**src/rtl/fetch_stage.sv**
```systemverilog
// RV32I instruction-fetch stage: PC, next-PC select,
// imem handshake, one-entry stall buffer and IF/ID register.
module fetch_stage #(
   parameter logic [31:0] RESET_PC = 32'h0000_0000,
   parameter logic [31:0] NOP_INST = 32'h0000_0013
) (
   input  logic        clk,
   input  logic        rst_n,
   input  logic        stall_i,
   input  logic        redirect_i,
   input  logic [31:0] redirect_pc_i,
   output logic        imem_req_o,
   output logic [31:0] imem_addr_o,
   input  logic [31:0] imem_rdata_i,
   input  logic        imem_valid_i,
   output logic [31:0] if_id_pc_o,
   output logic [31:0] if_id_pc4_o,
   output logic [31:0] if_id_inst_o,
   output logic        if_id_valid_o
);

   typedef enum logic [1:0] {
      RUN  = 2'd0,
      HOLD = 2'd1,
      KILL = 2'd2
   } state_t;

   state_t      state_q, state_d;
   logic [31:0] pc_q, pc_d;
   logic [31:0] ibuf_q, ibuf_d;
   logic [31:0] tgt_q, tgt_d;
   logic [31:0] pc4;
   logic [31:0] rpc;
   logic        sel_mem, sel_buf, sel_bub;

   assign pc4 = pc_q + 32'd4;
   assign rpc = {redirect_pc_i[31:2], 2'b00};

   // State register
   always_ff @(posedge clk or negedge rst_n) begin
      if (!rst_n) state_q <= RUN;
      else        state_q <= state_d;
   end

   // Next state, next PC/target/buffer and IF/ID source select
   always_comb begin
      state_d = state_q;
      pc_d    = pc_q;
      tgt_d   = tgt_q;
      ibuf_d  = ibuf_q;
      sel_mem = 1'b0;
      sel_buf = 1'b0;
      sel_bub = 1'b0;
      unique case (state_q)
         RUN: begin
            if (redirect_i) begin
               sel_bub = 1'b1;
               if (imem_valid_i) begin
                  pc_d = rpc;
               end else begin
                  tgt_d   = rpc;
                  state_d = KILL;
               end
            end else if (imem_valid_i && !stall_i) begin
               sel_mem = 1'b1;
               pc_d    = pc4;
            end else if (imem_valid_i) begin
               ibuf_d  = imem_rdata_i;
               state_d = HOLD;
            end else if (!stall_i) begin
               sel_bub = 1'b1;
            end
         end
         HOLD: begin
            if (redirect_i) begin
               sel_bub = 1'b1;
               pc_d    = rpc;
               state_d = RUN;
            end else if (!stall_i) begin
               sel_buf = 1'b1;
               pc_d    = pc4;
               state_d = RUN;
            end
         end
         KILL: begin
            if (redirect_i) tgt_d = rpc;
            if (imem_valid_i) begin
               pc_d    = redirect_i ? rpc : tgt_q;
               state_d = RUN;
            end
            if (redirect_i || !stall_i) sel_bub = 1'b1;
         end
         default: state_d = RUN;
      endcase
   end

   // Memory request: no request while an instruction is parked
   always_comb begin
      imem_req_o  = rst_n && (state_q != HOLD);
      imem_addr_o = pc_q;
   end

   // PC, buffer, redirect target and IF/ID register
   always_ff @(posedge clk or negedge rst_n) begin
      if (!rst_n) begin
         pc_q          <= RESET_PC;
         ibuf_q        <= '0;
         tgt_q         <= '0;
         if_id_pc_o    <= '0;
         if_id_pc4_o   <= '0;
         if_id_inst_o  <= NOP_INST;
         if_id_valid_o <= 1'b0;
      end else begin
         pc_q   <= pc_d;
         ibuf_q <= ibuf_d;
         tgt_q  <= tgt_d;
         unique case (1'b1)
            sel_bub: begin
               if_id_pc_o    <= '0;
               if_id_pc4_o   <= '0;
               if_id_inst_o  <= NOP_INST;
               if_id_valid_o <= 1'b0;
            end
            sel_mem: begin
               if_id_pc_o    <= pc_q;
               if_id_pc4_o   <= pc4;
               if_id_inst_o  <= imem_rdata_i;
               if_id_valid_o <= 1'b1;
            end
            sel_buf: begin
               if_id_pc_o    <= pc_q;
               if_id_pc4_o   <= pc4;
               if_id_inst_o  <= ibuf_q;
               if_id_valid_o <= 1'b1;
            end
            default: ;
         endcase
      end
   end

endmodule

```
**config.mk**
```make
export PLATFORM = sky130hd
export DESIGN_NAME = fetch_stage
export DESIGN_NICKNAME = d
export VERILOG_FILES = /design/src/rtl/fetch_stage.sv
export SDC_FILE = /design/constraint.sdc
export NUM_CORES = 1
export LEC_CHECK = 0
export ABC_AREA = 1
export BUFFER_PORTS_ARGS = -buffer_cell sky130_fd_sc_hd__buf_2
export CAP_MARGIN = 15
export CORE_MARGIN = 2
export CORE_UTILIZATION = 59
export DETAILED_ROUTE_END_ITERATION = 10
export PLACE_DENSITY = 0.93
export SYNTH_ARGS = -nofsm -noshare
export SYNTH_HDL_FRONTEND = slang
export SYNTH_SLANG_ARGS = --single-unit
```
**constraint.sdc**
```tcl
create_clock -name clk -period 4.4 [get_ports clk]
set_clock_uncertainty 0.2 [all_clocks]
set_input_delay 0.88 -clock clk [delete_from_list [all_inputs] [get_ports clk]]
set_output_delay 0.88 -clock clk [all_outputs]
set_load 0.005 [all_outputs]
```
* After elaboration in Yosys (flattened, before gate mapping)
Cells that the tools add are included.
** Operators by class
- Reduce and logical (&&, ||, !) cells :: 14
- $add $sub $neg :: 1
- Mux-type cells :: 35
- Bitwise operators :: 2
- Equality and inequality tests :: 12
** Operators by type and width (count)
- $mux 32 :: 9
- $pmux 32 s2 :: 3
- $pmux 32 s3 :: 2
- $add 32x3->32 const B :: 1
- $ne 3x3->1 const B :: 6
- $mux 2 :: 7
- $mux 1 :: 11
- $reduce_and 5->1 :: 2
- $ne 2x2->1 const B :: 3
- $pmux 2 s3 :: 1
- $reduce_bool 3->1 :: 2
- $reduce_and 4->1 :: 1
- $reduce_bool 2->1 :: 2
- $pmux 1 s3 :: 1
- $reduce_and 3->1 :: 1
- $eq 2x1->1 const B :: 1
- $eq 2x2->1 const B :: 1
- $logic_and 1x1->1 :: 2
- $logic_not 2->1 :: 1
- $ne 2x1->1 const B :: 1
- $not 1->1 :: 2
- $pmux 1 s2 :: 1
- $reduce_or 2->1 :: 1
- $logic_not 1->1 :: 1
- $logic_or 1x1->1 :: 1
** Storage, ports and cells
- Word-level logic and storage cells :: 72
- Output and inout port bits :: 130
- Input bits :: 69
- Flip-flop bits (word level) :: 195

* Logic depth before layout (Yosys ltp)
- Depth after elaboration :: 7
- Gate-level depth with buffers :: 12
- Gate-level depth less buffers :: 12

* Worst setup path after synthesis
Ideal clock, no wire load.
- Kind :: input-to-reg
- Start :: input redirect_i
- End :: register if_id_pc_o[5]
- Slack :: 2.151 ns
- Required time :: 4.076 ns
- Arrival :: 1.924 ns
- Cell stages on the path :: 8
- Path buffers :: 3
- Library setup time :: 0.124 ns
- Cell sequence :: buf_2 nor2_1 nand3_1 inv_1 nor2_1 clkbuf_1 buf_2 o21ai_1
** On the way
- Longest elaborated chain between the ends :: 4
- Elaborated cells between the ends (all ways) :: 12
** RTL lines
- start, declared :: line 10 : input logic redirect_i,
- $logic_or 1x1->1 (tied with other cells) :: line 91 : if (redirect_i || !stall_i) sel_bub = 1'b1;
- $mux 1 (on tied branches) :: line 91, 54
- $pmux 1 s3 / $reduce_or 2->1 (equally long branches)
- $pmux 32 s2 / $reduce_bool 2->1 (equally long branches)
- end signal, assigned :: line 125 : if_id_pc_o <= pc_q;
- end signal, assigned :: line 131 : if_id_pc_o <= pc_q;
- end, declared :: line 16 : output logic [31:0] if_id_pc_o,
Parallel ways exist; a longest one is shown, timed or not.
A chain may end at the register's enable or synchronous reset.

* Worst setup path after layout
- Start :: input redirect_i
- End :: register pc_q[6], in the netlist imem_addr_o[6]
** On the way
- Longest elaborated chain between the ends :: 3
- Elaborated cells between the ends (all ways) :: 9
** RTL lines
- $mux 32
- $mux 32 :: line 87 : if (imem_valid_i) begin
- $pmux 32 s3 :: line 54 : unique case (state_q)
- end signal, assigned :: line 114 : pc_q <= pc_d;
- end, declared :: line 29 : logic [31:0] pc_q, pc_d;
Parallel ways exist; a longest one is shown, timed or not. The select of a mux whose other input is x is not followed.

==> flow_summary.ini <==
[timing]
setup_viol_count_final = 0
hold_viol_final = 0
slew_headroom_pct = 30.7
rsz0062_at_grt = false
finalSetupTns_ps = 0
fmax_ghz = 0.300
slew_viol_final = 0
fin_crit_ps = 3330
final.period_utilization_pct = 75.7
worst_pin_slew_ps = 1040

[synthesis]
yosysUniqueCellTypes = 34
syn_avg_cell_area_um2 = 8.48
syn_area_mm2 = 0.00901
yosys.area.top_type = dfrtp_1
synth_top_area_share_pct = 52.7
yosysSeqAreaShare_pct = 53.6
synth_warnings = 0
synthTopCellsByArea = dfrtp_1, nand2_1, a21oi_1, mux2_2, nor2_1
syn-num-nets = 1133
postSynthCellCount = 1063
ys_ff_latch = 193

[clock_tree]
cts_sinks = 193
cts_root_buf = clkbuf_16
clk_latency_ps = 440
cts_tree = done
cts_setup_buffers = 0
cts_buffers = 17
postCtsResizedCells = 0
cts_hold_buf = 0
cts_buffer_depth = 2
clk_pin_slew_ps = 70
cts_max_level = 4

[detailed_routing]
routed_wl_um = 25800
firstDrtPassIters = 6
routedWlPerCell_um = 18.0
ant_nets = 0
drt-initial-drc-count = 1228
num_vias = 8506
drc = 0
via_per_inst = 5.94

[global_routing]
grt_pass1_vias = 7859
grt_max_degree = 194
overflow = 0
track_usage_pct = 31.8
antenna_found_initial = 0
grt_pass1_wl_um = 40200

[floorplan]
initial_core_util_pct = 59.7
die_h_um = 128
rows = 45
die_width_um = 128
dieArea_mm2 = 0.0163
ios = 199
coreArea_mm2 = 0.0151

[power]
seqPwrFrac_pct = 46.4
clkPwrFrac_pct = 28.8
ir_worst_vdd_mv = 0.362
power.leakage_uw = 0.00564
p_sw_uw = 1890
power_density_mw_per_mm2 = 497
switching_share_pct = 35.6
p_comb_share_pct = 24.8
internal-power_uw = 3420

[placed_design]
dpl.hpwl_um = 17500
port_buffers = 196
place_congestion = 0.949
dp_cells = 1401

[cells_and_area]
fillers = 1054
drive_above_1_share_pct = 23.2
finalNetCount = 1302
finalNonFillerCells = 1433
area_growth_pct = 18.7
diodes = 0

[setup_path]
cp-end-kind = flop
rrSetupSlack_ps = 1740
crit_path_start_kind = primary input
startpoint = redirect_i
worstPathMaxFanout = 43
r2r_end = if_id_inst_o[0]
crit_arrival_ps = 3490
r2r_cells = 10
r2r-start = state_q[1]
cp.required_ps = 4560
crit_type = in -> reg
crit_end = imem_addr_o[6]

[worst_hold_path]
min_path_type = reg -> reg

[outcome]
status = complete, no violations

[flow_run]
max_cap_violations = 0
-- worst min-delay path by stage --
stage / slack [ps] / to / from / cells past startpoint
2_1_floorplan: 240 / tgt_q[0] / tgt_q[0] / 2
3_5_place_dp: 260 / tgt_q[16] / tgt_q[16] / 2
4_1_cts: 280 / tgt_q[16] / tgt_q[16] / 2
3_3_place_gp: 250 / tgt_q[1] / tgt_q[1] / 2
5_1_grt: 300 / if_id_pc_o[12] / if_id_pc_o[12] / 2
6_report: 270 / if_id_pc_o[19] / if_id_pc_o[19] / 2
-- layout by cell type (no fill, tap or decap), types with 7 or more instances in the layout --
| master | count |
|---|---|
| nand2_1 | 373 |
| buf_2 | 195 |
| dfrtp_1 | 190 |
| nor2_1 | 92 |
| a21oi_1 | 76 |
| o21ai_0 | 57 |
| inv_1 | 46 |
| a22oi_1 | 34 |
| mux2_2 | 32 |
| nand3_1 | 24 |
| a22o_1 | 20 |
| clkbuf_16 | 17 |
| o21ai_1 | 15 |
| xor2_1 | 13 |
| buf_4 | 7 |
-- metal layers --
metal | global-route usage, % | up-vias | wire (um)
met5 | 0 | - | 0
met1 | 44.4 | 4002 | 10200
met3 | 6.95 | 94 | 2610
li1 | - | 3837 | -
met4 | 14.6 | 0 | 1080
met2 | 48.2 | 573 | 11800
-- through the flow --
stage | setup slack (ps) | instance area, um2 | hold WS (ps) | util [%] | total power (uW)
floorplan | 2150 | 9010 | 242 | - | 3150
global placement | 772 | 10100 | 254 | 67.0 | 3670
detailed placement | 757 | 10100 | 259 | 67.0 | 3750
CTS | 1210 | 10700 | 275 | 70.9 | 5260
global route | 996 | 10700 | 296 | 70.9 | 5560
finish | 1070 | 10700 | 275 | 70.9 | 5310
-- cells by family (layout without fill, tap and decap cells) --
group / after synthesis / in the layout / share of synthesized area [%]
simple gates: 503 / 503 / 22.0
compound gates: 213 / 213 / 14.0
flops: 193 / 193 / 53.6
buf+inv: 106 / 288 / 4.80
mux: 32 / 32 / 4.00
xor+xnor: 15 / 15 / 1.46
fa+ha+maj: 1 / 1 / 0.139
-- flip-flops by register name, summed over array words and instances (netlist names) --
name           count
ibuf_q            32
if_id_inst_o      32
if_id_pc_o        32
imem_addr_o       32
tgt_q             32
if_id_pc4_o       30
state_q            2
if_id_valid_o      1
-- synth_stat cells --
| library cell | count |
|---|---|
| nand2_2 | 1 |
| nand2_1 | 373 |
| nor3_2 | 1 |
| clkbuf_1 | 25 |
| a32o_1 | 4 |
| a31oi_1 | 3 |
| o21ai_0 | 57 |
| o221ai_1 | 1 |
| dfstp_2 | 3 |
| buf_1 | 8 |
| nor3b_1 | 1 |
| mux2_2 | 32 |
| buf_2 | 19 |
| nand4_1 | 1 |
| nor2_2 | 4 |
| buf_4 | 3 |
| nand4_4 | 1 |
| or2_4 | 1 |
| a21oi_1 | 76 |
| inv_1 | 46 |
| and2_1 | 2 |
| xnor2_1 | 2 |
| o22ai_1 | 1 |
| a22o_1 | 20 |
| ha_1 | 1 |
| nor2_1 | 92 |
| a22oi_1 | 34 |
| nor2_4 | 2 |
| xor2_1 | 13 |
| o21a_1 | 1 |
| dfrtp_1 | 190 |
| nand3_1 | 24 |
| inv_2 | 5 |
| o21ai_1 | 16 |
-- power by group through the flow --
stage,Sequential (uW),Clock (uW),Combinational [uW]
after floorplan,2390,0,759
after global placement,2440,0,1220
after detailed placement,2470,0,1280
after CTS,2440,1530,1290
after global routing,2500,1610,1450
final,2460,1530,1320
-- area by class of cell --
class	count	area, um2	share of cell area [%]
inverter	51	191	1.79
tap	188	235	2.20
multi-input combinational	764	3770	35.3
timing repair buffer	205	1080	10.1
clock inverter	14	144	1.35
clock buffer	18	439	4.11
sequential	193	4830	45.2
-- worst max-delay path: stages --
cell and delay [ps]:
buf_2 640, inv_2 330, nand3_1 230, nand4_4 390
inv_2 640, o21ai_1 220, o21ai_1 120
Power figures use the tool's default switching activity.
